<file path="src/rtl/capture_snaplen_trunc_pkg.sv">
// Shared definitions for the capture-port snap-length truncator:
// tuser length field location, FSM states and the effective-snap helper.
package capture_snaplen_trunc_pkg;

  localparam int TUSER_LEN_LSB       = 0;
  localparam int TUSER_LEN_W         = 16;
  localparam int MIN_SNAPLEN_DEFAULT = 64;

  typedef enum logic [1:0] {
    ST_HEAD = 2'd0,
    ST_PASS = 2'd1,
    ST_DROP = 2'd2
  } state_t;

  // A zero snaplen disables truncation; anything else is clamped up to the minimum.
  function automatic logic [15:0] eff_snap(input logic [15:0] snap,
                                           input logic [15:0] min_snap);
    logic [15:0] eff;
    if (snap == 16'd0)
      eff = 16'd0;
    else if (snap < min_snap)
      eff = min_snap;
    else
      eff = snap;
    return eff;
  endfunction

endpackage

</file>
<file path="src/rtl/capture_snaplen_trunc_out_slice.sv">
// Single-entry registered AXI-Stream stage; accepts a new beat whenever it is
// empty or its current beat is leaving in the same cycle.
module axis_out_slice #(
  parameter int DATA_W = 256,
  parameter int STRB_W = 32,
  parameter int USER_W = 128
) (
  input  logic              clk,
  input  logic              rst_n,
  input  logic              up_valid,
  output logic              up_ready,
  input  logic [DATA_W-1:0] up_data,
  input  logic [STRB_W-1:0] up_strb,
  input  logic [USER_W-1:0] up_user,
  input  logic              up_last,
  output logic              dn_valid,
  input  logic              dn_ready,
  output logic [DATA_W-1:0] dn_data,
  output logic [STRB_W-1:0] dn_strb,
  output logic [USER_W-1:0] dn_user,
  output logic              dn_last
);

  assign up_ready = !dn_valid || dn_ready;

  always_ff @(posedge clk or negedge rst_n) begin
    if (!rst_n) begin
      dn_valid <= 1'b0;
      dn_data  <= '0;
      dn_strb  <= '0;
      dn_user  <= '0;
      dn_last  <= 1'b0;
    end else if (up_valid && up_ready) begin
      dn_valid <= 1'b1;
      dn_data  <= up_data;
      dn_strb  <= up_strb;
      dn_user  <= up_user;
      dn_last  <= up_last;
    end else if (dn_ready) begin
      dn_valid <= 1'b0;
    end
  end

endmodule

</file>
<file path="src/rtl/capture_snaplen_trunc.sv">
// Capture-copy truncator: cuts each packet to the programmed snap length,
// rewrites the tuser length, and silently swallows the discarded tail.
module capture_snaplen_trunc
  import capture_snaplen_trunc_pkg::*;
#(
  parameter int C_M_AXIS_DATA_WIDTH  = 256,
  parameter int C_S_AXIS_DATA_WIDTH  = 256,
  parameter int C_M_AXIS_TUSER_WIDTH = 128,
  parameter int C_S_AXIS_TUSER_WIDTH = 128,
  parameter int MIN_SNAPLEN          = MIN_SNAPLEN_DEFAULT
) (
  input  logic                              axi_aclk,
  input  logic                              axi_aresetn,
  input  logic [C_S_AXIS_DATA_WIDTH-1:0]    s_axis_tdata,
  input  logic [C_S_AXIS_DATA_WIDTH/8-1:0]  s_axis_tstrb,
  input  logic [C_S_AXIS_TUSER_WIDTH-1:0]   s_axis_tuser,
  input  logic                              s_axis_tvalid,
  output logic                              s_axis_tready,
  input  logic                              s_axis_tlast,
  output logic [C_M_AXIS_DATA_WIDTH-1:0]    m_axis_tdata,
  output logic [C_M_AXIS_DATA_WIDTH/8-1:0]  m_axis_tstrb,
  output logic [C_M_AXIS_TUSER_WIDTH-1:0]   m_axis_tuser,
  output logic                              m_axis_tvalid,
  input  logic                              m_axis_tready,
  output logic                              m_axis_tlast,
  input  logic [15:0]                       snaplen,
  output logic [31:0]                       pkt_count,
  output logic [31:0]                       trunc_count
);

  localparam int          BPB   = C_M_AXIS_DATA_WIDTH / 8;
  localparam logic [16:0] BPB17 = 17'(BPB);

  state_t                            state;
  logic [15:0]                       byte_count;
  logic [15:0]                       eff_q;
  logic [15:0]                       len_q;
  logic [15:0]                       in_len;
  logic [15:0]                       eff_now;
  logic [15:0]                       cur_eff;
  logic [15:0]                       cur_len;
  logic [16:0]                       count_plus;
  logic [16:0]                       remain;
  logic                              cut;
  logic                              trunc_pkt;
  logic                              slice_ready;
  logic                              accept;
  logic                              fwd_valid;
  logic [BPB-1:0]                    cut_strb;
  logic [BPB-1:0]                    fwd_strb;
  logic                              fwd_last;
  logic [C_M_AXIS_TUSER_WIDTH-1:0]   fwd_user;

  assign in_len  = s_axis_tuser[TUSER_LEN_LSB +: TUSER_LEN_W];
  assign eff_now = eff_snap(snaplen, 16'(MIN_SNAPLEN));

  // The header beat uses live snaplen/length; later beats use the values latched on it.
  assign cur_eff    = (state == ST_HEAD) ? eff_now : eff_q;
  assign cur_len    = (state == ST_HEAD) ? in_len  : len_q;
  assign trunc_pkt  = (eff_now != 16'd0) && (eff_now < in_len);
  assign count_plus = {1'b0, byte_count} + BPB17;
  assign remain     = {1'b0, cur_eff} - {1'b0, byte_count};
  assign cut        = (cur_eff != 16'd0) && (count_plus >= {1'b0, cur_eff})
                      && (cur_eff < cur_len);

  assign s_axis_tready = (state == ST_DROP) || slice_ready;
  assign accept        = s_axis_tvalid && s_axis_tready;
  assign fwd_valid     = s_axis_tvalid && (state != ST_DROP);

  always_comb begin
    cut_strb = '0;
    for (int i = 0; i < BPB; i++)
      cut_strb[i] = (17'(i) < remain);
  end

  assign fwd_strb = cut ? cut_strb : s_axis_tstrb;
  assign fwd_last = cut || s_axis_tlast;

  always_comb begin
    fwd_user = s_axis_tuser;
    if (state == ST_HEAD && trunc_pkt)
      fwd_user[TUSER_LEN_LSB +: TUSER_LEN_W] = eff_now;
  end

  always_ff @(posedge axi_aclk or negedge axi_aresetn) begin
    if (!axi_aresetn) begin
      state       <= ST_HEAD;
      byte_count  <= 16'd0;
      eff_q       <= 16'd0;
      len_q       <= 16'd0;
      pkt_count   <= 32'd0;
      trunc_count <= 32'd0;
    end else if (accept) begin
      if (state == ST_HEAD) begin
        pkt_count <= pkt_count + 32'd1;
        eff_q     <= eff_now;
        len_q     <= in_len;
      end
      if (state == ST_DROP) begin
        if (s_axis_tlast)
          state <= ST_HEAD;
      end else if (cut) begin
        trunc_count <= trunc_count + 32'd1;
        byte_count  <= 16'd0;
        state       <= s_axis_tlast ? ST_HEAD : ST_DROP;
      end else if (s_axis_tlast) begin
        byte_count <= 16'd0;
        state      <= ST_HEAD;
      end else begin
        byte_count <= count_plus[15:0];
        state      <= ST_PASS;
      end
    end
  end

  axis_out_slice #(
    .DATA_W (C_M_AXIS_DATA_WIDTH),
    .STRB_W (BPB),
    .USER_W (C_M_AXIS_TUSER_WIDTH)
  ) u_out_slice (
    .clk      (axi_aclk),
    .rst_n    (axi_aresetn),
    .up_valid (fwd_valid),
    .up_ready (slice_ready),
    .up_data  (s_axis_tdata),
    .up_strb  (fwd_strb),
    .up_user  (fwd_user),
    .up_last  (fwd_last),
    .dn_valid (m_axis_tvalid),
    .dn_ready (m_axis_tready),
    .dn_data  (m_axis_tdata),
    .dn_strb  (m_axis_tstrb),
    .dn_user  (m_axis_tuser),
    .dn_last  (m_axis_tlast)
  );

endmodule

</file>
<file path="config.mk">
export PLATFORM = sky130hd
export DESIGN_NAME = capture_snaplen_trunc
export DESIGN_NICKNAME = d
export VERILOG_FILES = /design/src/rtl/capture_snaplen_trunc_pkg.sv /design/src/rtl/capture_snaplen_trunc_out_slice.sv /design/src/rtl/capture_snaplen_trunc.sv
export SDC_FILE = /design/constraint.sdc
export NUM_CORES = 1
export LEC_CHECK = 0
export ABC_AREA = 1
export ABC_CLOCK_PERIOD_IN_PS = 3200
export CORE_AREA = 8 8 348 350
export DETAILED_ROUTE_END_ITERATION = 8
export DIE_AREA = 0 0 356 358
export HOLD_SLACK_MARGIN = 0.12
export PLACE_DENSITY_LB_ADDON = 0.08
export SLEW_MARGIN = 25
export SYNTH_ARGS = -nofsm -noshare
export SYNTH_HDL_FRONTEND = slang
export SYNTH_HIERARCHICAL = 1
export SYNTH_SLANG_ARGS = --single-unit
</file>
<file path="constraint.sdc">
create_clock -name axi_aclk -period 3.2 [get_ports axi_aclk]
set_input_delay 0.32 -clock axi_aclk [delete_from_list [all_inputs] [get_ports axi_aclk]]
set_output_delay 0.32 -clock axi_aclk [all_outputs]
set_load 0.01 [all_outputs]
</file>
## Word-level counts from Yosys, hierarchy flattened

Cells that the tools add are included.

| cells by class | value |
|---|---|
| multiplexer cells | 15 |
| reduce and logical (&&, ||, !) cells | 20 |
| eq/ne operators | 3 |
| add/sub/neg operators | 4 |
| bitwise gates (word level) | 1 |
| $lt $le $gt $ge | 36 |

Operators by type and width:

| kind | number |
|---|---|
| $lt A5 B17 Y1 const A | 16 |
| $lt A4 B17 Y1 const A | 8 |
| $mux W16 | 7 |
| $lt A3 B17 Y1 const A | 4 |
| $add A32 B1 Y32 const B | 2 |
| $lt A1 B17 Y1 const A | 2 |
| $lt A2 B17 Y1 const A | 2 |
| $lt A16 B16 Y1 | 2 |
| $mux W32 | 1 |
| $reduce_bool A16 Y1 | 2 |
| $add A16 B6 Y17 const B | 1 |
| $ge A17 B16 Y1 | 1 |
| $sub A16 B16 Y17 | 1 |
| $logic_not A16 Y1 | 1 |
| $lt A16 B7 Y1 const B | 1 |
| $mux W2 | 4 |
| $logic_and A1 B1 Y1 | 7 |
| $reduce_and A2 Y1 | 3 |
| $ne A2 B2 Y1 const B | 2 |
| $logic_or A1 B1 Y1 | 3 |
| $mux W1 | 3 |
| $reduce_and A3 Y1 | 1 |
| $eq A2 B2 Y1 const B | 1 |
| $logic_not A2 Y1 | 1 |
| other kinds (3) | 3 |

| storage, ports and cells | value |
|---|---|
| bits in registers | 532 |

## Longest topological paths before layout

| logic depth | value |
|---|---|
| depth after elaboration | 9 |
| depth in mapped cells | 25 |

## Hierarchy

The synthesis kept the hierarchy.

By module, submodules not included:

| module | cells an instance | seq. area each (um2) | times used | area an instance (um2) |
|---|---|---|---|---|
| axis_out_slice | 1811 | 10460.0 | 1 | 16309.4 |
| capture_snaplen_trunc | 1268 | 2727.6 | 1 | 8723.4 |

## Least setup slack after synthesis

No wires, ideal clock.

| timing path | value |
|---|---|
| path type | reg2reg |
| start point | reg state[1] |
| end point | reg u_out_slice.dn_strb[2] |
| arrival | 3.083 ns |
| clock period less this slack | 3.149 ns |
| cell stages (with the launch flop) | 21 |
| required time | 3.134 ns |
| setup slack | 0.051 ns |
| cell sequence | dfrtp_1 > nor2_4 > buf_4 > buf_4 > clkbuf_1 > nand2_1 > o21ai_0 > ha_1 > a21oi_1 > o21ai_0 > a21o_1 > a21oi_1 > o21ai_0 > a41oi_1 > nand3_4 > inv_2 > buf_2 > nand3_1 > nand3_1 > nand3_1 > nand2_1 |

| on the way | value |
|---|---|
| longest elaborated chain between the ends | 6 |

RTL lines:

| what | line | RTL |
|---|---|---|
| start, declared | capture_snaplen_trunc.sv:34 | `state_t state;` |
| start signal, assigned | capture_snaplen_trunc.sv:105 | `state <= s_axis_tlast ? ST_HEAD : ST_DROP;` |
| $logic_not A2 Y1 (*) | capture_snaplen_trunc.sv:58, capture_snaplen_trunc.sv:59 |  |
| parallel branches: the longest is 4 deep, another holds $sub A16 B16 Y17 | -- |  |
| $mux W32 (*) | capture_snaplen_trunc.sv:76 | `assign fwd_strb = cut ? cut_strb : s_axis_tstrb;` |
| via fwd_strb[2] | capture_snaplen_trunc.sv:50 | `logic [BPB-1:0] fwd_strb;` |
| end signal, assigned | capture_snaplen_trunc_out_slice.sv:36 | `dn_strb <= up_strb;` |
| end, declared | capture_snaplen_trunc_out_slice.sv:19 | `output logic [STRB_W-1:0] dn_strb,` |

Mark *: on every way through the listed nets, which the timed path passes.
A chain may end at the register's enable or synchronous reset.

## Final worst setup path

| timing path | value |
|---|---|
| start point | reg byte_count[6] |
| end point | reg trunc_count[23] |

| on the way | value |
|---|---|
| longest elaborated chain between the ends | 5 |

RTL lines:

| what | line | RTL |
|---|---|---|
| start, declared | capture_snaplen_trunc.sv:35 | `logic [15:0] byte_count;` |
| start signal, assigned | capture_snaplen_trunc.sv:110 | `byte_count <= count_plus[15:0];` |
| $add A16 B6 Y17 | capture_snaplen_trunc.sv:61 | `assign count_plus = {1'b0, byte_count} + BPB17;` |
| $ge A17 B16 Y1 | capture_snaplen_trunc.sv:63 | `assign cut = (cur_eff != 16'd0) && (count_plus >= {1'b0, cur_eff})` |
| $logic_and A1 B1 Y1 | capture_snaplen_trunc.sv:63 |  |
| $logic_and A1 B1 Y1 | capture_snaplen_trunc.sv:64 | `&& (cur_eff < cur_len);` |
| $reduce_and A3 Y1 (no line) | -- |  |
| end signal, assigned | capture_snaplen_trunc.sv:103 | `trunc_count <= trunc_count + 32'd1;` |
| end, declared | capture_snaplen_trunc.sv:28 | `output logic [31:0] trunc_count` |

No other way between the ends.

==> results.ini <==
[timing]
setup_violations=53
hold_violations=0
drv_slew=0
worst_pin_slew_ns=0.868
fin_skew_ns=0.0337
setup_slack_ns=-0.102
grt_setup_unrepaired=yes
tns_ns=-1.89
max_freq_mhz=303
layout_min_cycle_time_ns=3.30
period_share=1.03
hold_slack_ns=0.233
maxSlewHeadroom=0.422

[cells_and_area]
syn2layout_area_growth_pct=64.6
fin_cells=5748
drive_above_1_share=0.136
nets=4640

[clock_network]
cts_max_level=3
path_clk_slew_ns=0.06
clock_latency_ns=0.65
cts_buffer_depth=3
clock-sinks=527
numCtsBuffers=71
cts_tree=yes
clock-root-buffer=clkbuf_16

[worst_hold_path]
min_from=s_axis_tdata[198]
hp-class=input pin to register
min_to=u_out_slice/dn_data[198]
whs_path_depth=3

[setup_path]
cp_max_fo=5
worst_r2r_path_depth=20
cpMaxStageDelayCell=dfrtp_1
worstPathRequired_ns=3.69
cp_common_cell=nand3_2
r2r_end=trunc_count[23]
cpPeakStageDelay_ns=0.43
cp-start-kind=register
crit_chain=inv_2, nor3_4, nand3_2, nor3_4, nand3_2, nor2_1, inv_1, nand2_2, inv_2, ha_4, nand4_1, nor3_2, nand4_1, nand2_2, nand3_4, nor2_8, buf_6, buf_12, nand3_2, xor2_1
r2r-start=byte_count[6]
endpoint_kind=register
cp_data_arrival_time_ns=3.80
critPathKind=register to register
r2r_slack_ns=-0.10

[yosys]
syn_nets=3567
syn_area_um2=25000
synth.distinct_cells=53
yosysTopAreaCellShare=0.527
postSynthAreaPerCell_um2=8.13
synth-async-reset-ratio=1.00
synth_top_area_cell=dfrtp_1
ys_top_cells_by_area=dfrtp_1, nand2_1, nand3_1
syn_inst=3079
yosysMostFrequentCell=nand2_1
synth_seq_cells=527
ys.flop_type=dfrtp_1
yosysSeqAreaShare=0.527
synth.yosys.warnings=6
synth-edff-count=0
synthTopCellsByCount=nand2_1, dfrtp_1, nand3_1

[die]
ios=920
die_w_um=356
rows=125
initial_utilization=0.217
die_area_um2=127000
core_region_area_um2=115000
dieHeight_um=358

[global_routing]
track_usage=0.206
grt_pass1_wl_mm=193
grt_max_degree=139
grt_overflow_total=0
first_global_vias=25000
antenna_found_initial=71

[power]
ir_drop_uv=368
p_per_area_nw_per_um2=809
p_leak_nw=19.5

[placement]
dpl.hpwl_mm=107
io_buffers=919
placed_cells=5566
place_ws_ns=-0.460
gp_congestion=0.839

[detailed_routing]
drtIter0Drc=1396
wire_per_inst_um=24.2
routed_wl_mm=139
drtAntennaViolNets=0
num_vias=25200
viasPerCell=4.38
drtPass1Iterations=5
drcViolationCount=0

[outcome]
status=complete, but fails checks
violations=setup timing

[flow_run]
max-cap-violations=0

[report_power, final]
part | switching [mW] | internal, mW | leakage (nW)
registers | 1.14 | 8.61 | 6.53
logic | 8.40 | 7.21 | 11.8
clock network | 3.34 | 4.64 | 1.11
[what timing repair did]
item / in CTS / in global routing
cloned: 1 / 11
pin swaps: 5 / 73
hold endpoints to repair: 53 / 0
buffers inserted: 2 / 24
endpoints found under the setup margin: 78 / 78
hold buffers: 1 / 0
resized for setup: 32 / 193
[state kept, by name, summed over array words and instances (netlist names)]
register / flops
u_out_slice/dn_valid: 1
u_out_slice/dn_user: 128
eff_q: 16
pkt_count: 32
byte_count: 11
u_out_slice/dn_last: 1
trunc_count: 32
len_q: 16
u_out_slice/dn_data: 256
state: 2
u_out_slice/dn_strb: 32
[metal layers]
metal | global-route usage | share of wire
met2 | 0.362 | 0.50
met3 | 0.0644 | 0.075
met1 | 0.245 | 0.40
met4 | 0.0499 | 0.023
met5 | 0 | 0.00050
[worst max-delay path, delay by kind of cell (launching register included)]
kind                       cells  cell delay [ns]
xor gates and xnor gates       1             0.16
adders and majority gates      1             0.26
buffers and inverters          5             0.44
and+or+nand+nor               13             1.89
DFF                            1             0.43
[through the flow]
step	cell area, um2	util	power [mW]
4_1_cts	39900	0.346	32.9
2_1_floorplan	25000	-	15.7
3_3_place_gp	37400	0.324	24.4
5_1_grt	41200	0.357	35.5
3_5_place_dp	37400	0.324	24.4
6_report	41200	0.357	33.3
[final cells by class]
cell class | instances | area [um2]
Clock buffer | 102 | 2060
Sequential cell | 527 | 13200
Antenna cell | 23 | 57.6
Timing Repair Buffer | 1182 | 11900
Fill cell | 12100 | 74200
Clock inverter | 20 | 230
Inverter | 170 | 666
Tap cell | 1524 | 1910
Multi-Input combinational cell | 2200 | 11200
[how the worst max path moves through the flow]
stage,start,to
final,byte_count[6],trunc_count[23]
after global routing,byte_count[6],trunc_count[23]
after CTS,byte_count[6],u_out_slice/dn_strb[2]
after detailed placement,snaplen[15],u_out_slice/dn_strb[14]
after global placement,snaplen[12],state[1]
after floorplan,state[1],u_out_slice/dn_strb[2]
[cells by family (layout without fill, tap and decap cells)]
family,count (synthesis),in the layout,synth area share
other cells,2,25,0.000300
compound gates,154,154,0.0339
mux,1,1,0.000400
flops,527,527,0.527
buf+inv,352,1474,0.0590
simple gates,1929,1929,0.332
fa+ha+maj,51,51,0.0255
xor+xnor,63,63,0.0220
[cell usage in the layout (no fill, tap or decap), drive strengths merged, types with 3 or more instances in the layout]
| master | count |
|---|---|
| clkinvlp | 3 |
| nor4 | 13 |
| buf | 253 |
| xor2 | 38 |
| dfrtp | 527 |
| or2 | 3 |
| a211oi | 4 |
| a21oi | 33 |
| nor2 | 103 |
| diode | 23 |
| ha | 51 |
| nor3 | 48 |
| clkinv | 17 |
| o21ai | 94 |
| clkdlybuf4s50 | 918 |
| nand3 | 511 |
| o21bai | 4 |
| a21o | 3 |
| o22ai | 10 |
| nand4 | 39 |
| nand2 | 1206 |
| xnor2 | 25 |
| clkbuf | 112 |
| inv | 168 |
No activity file was read; power rests on OpenSTA's default activity.
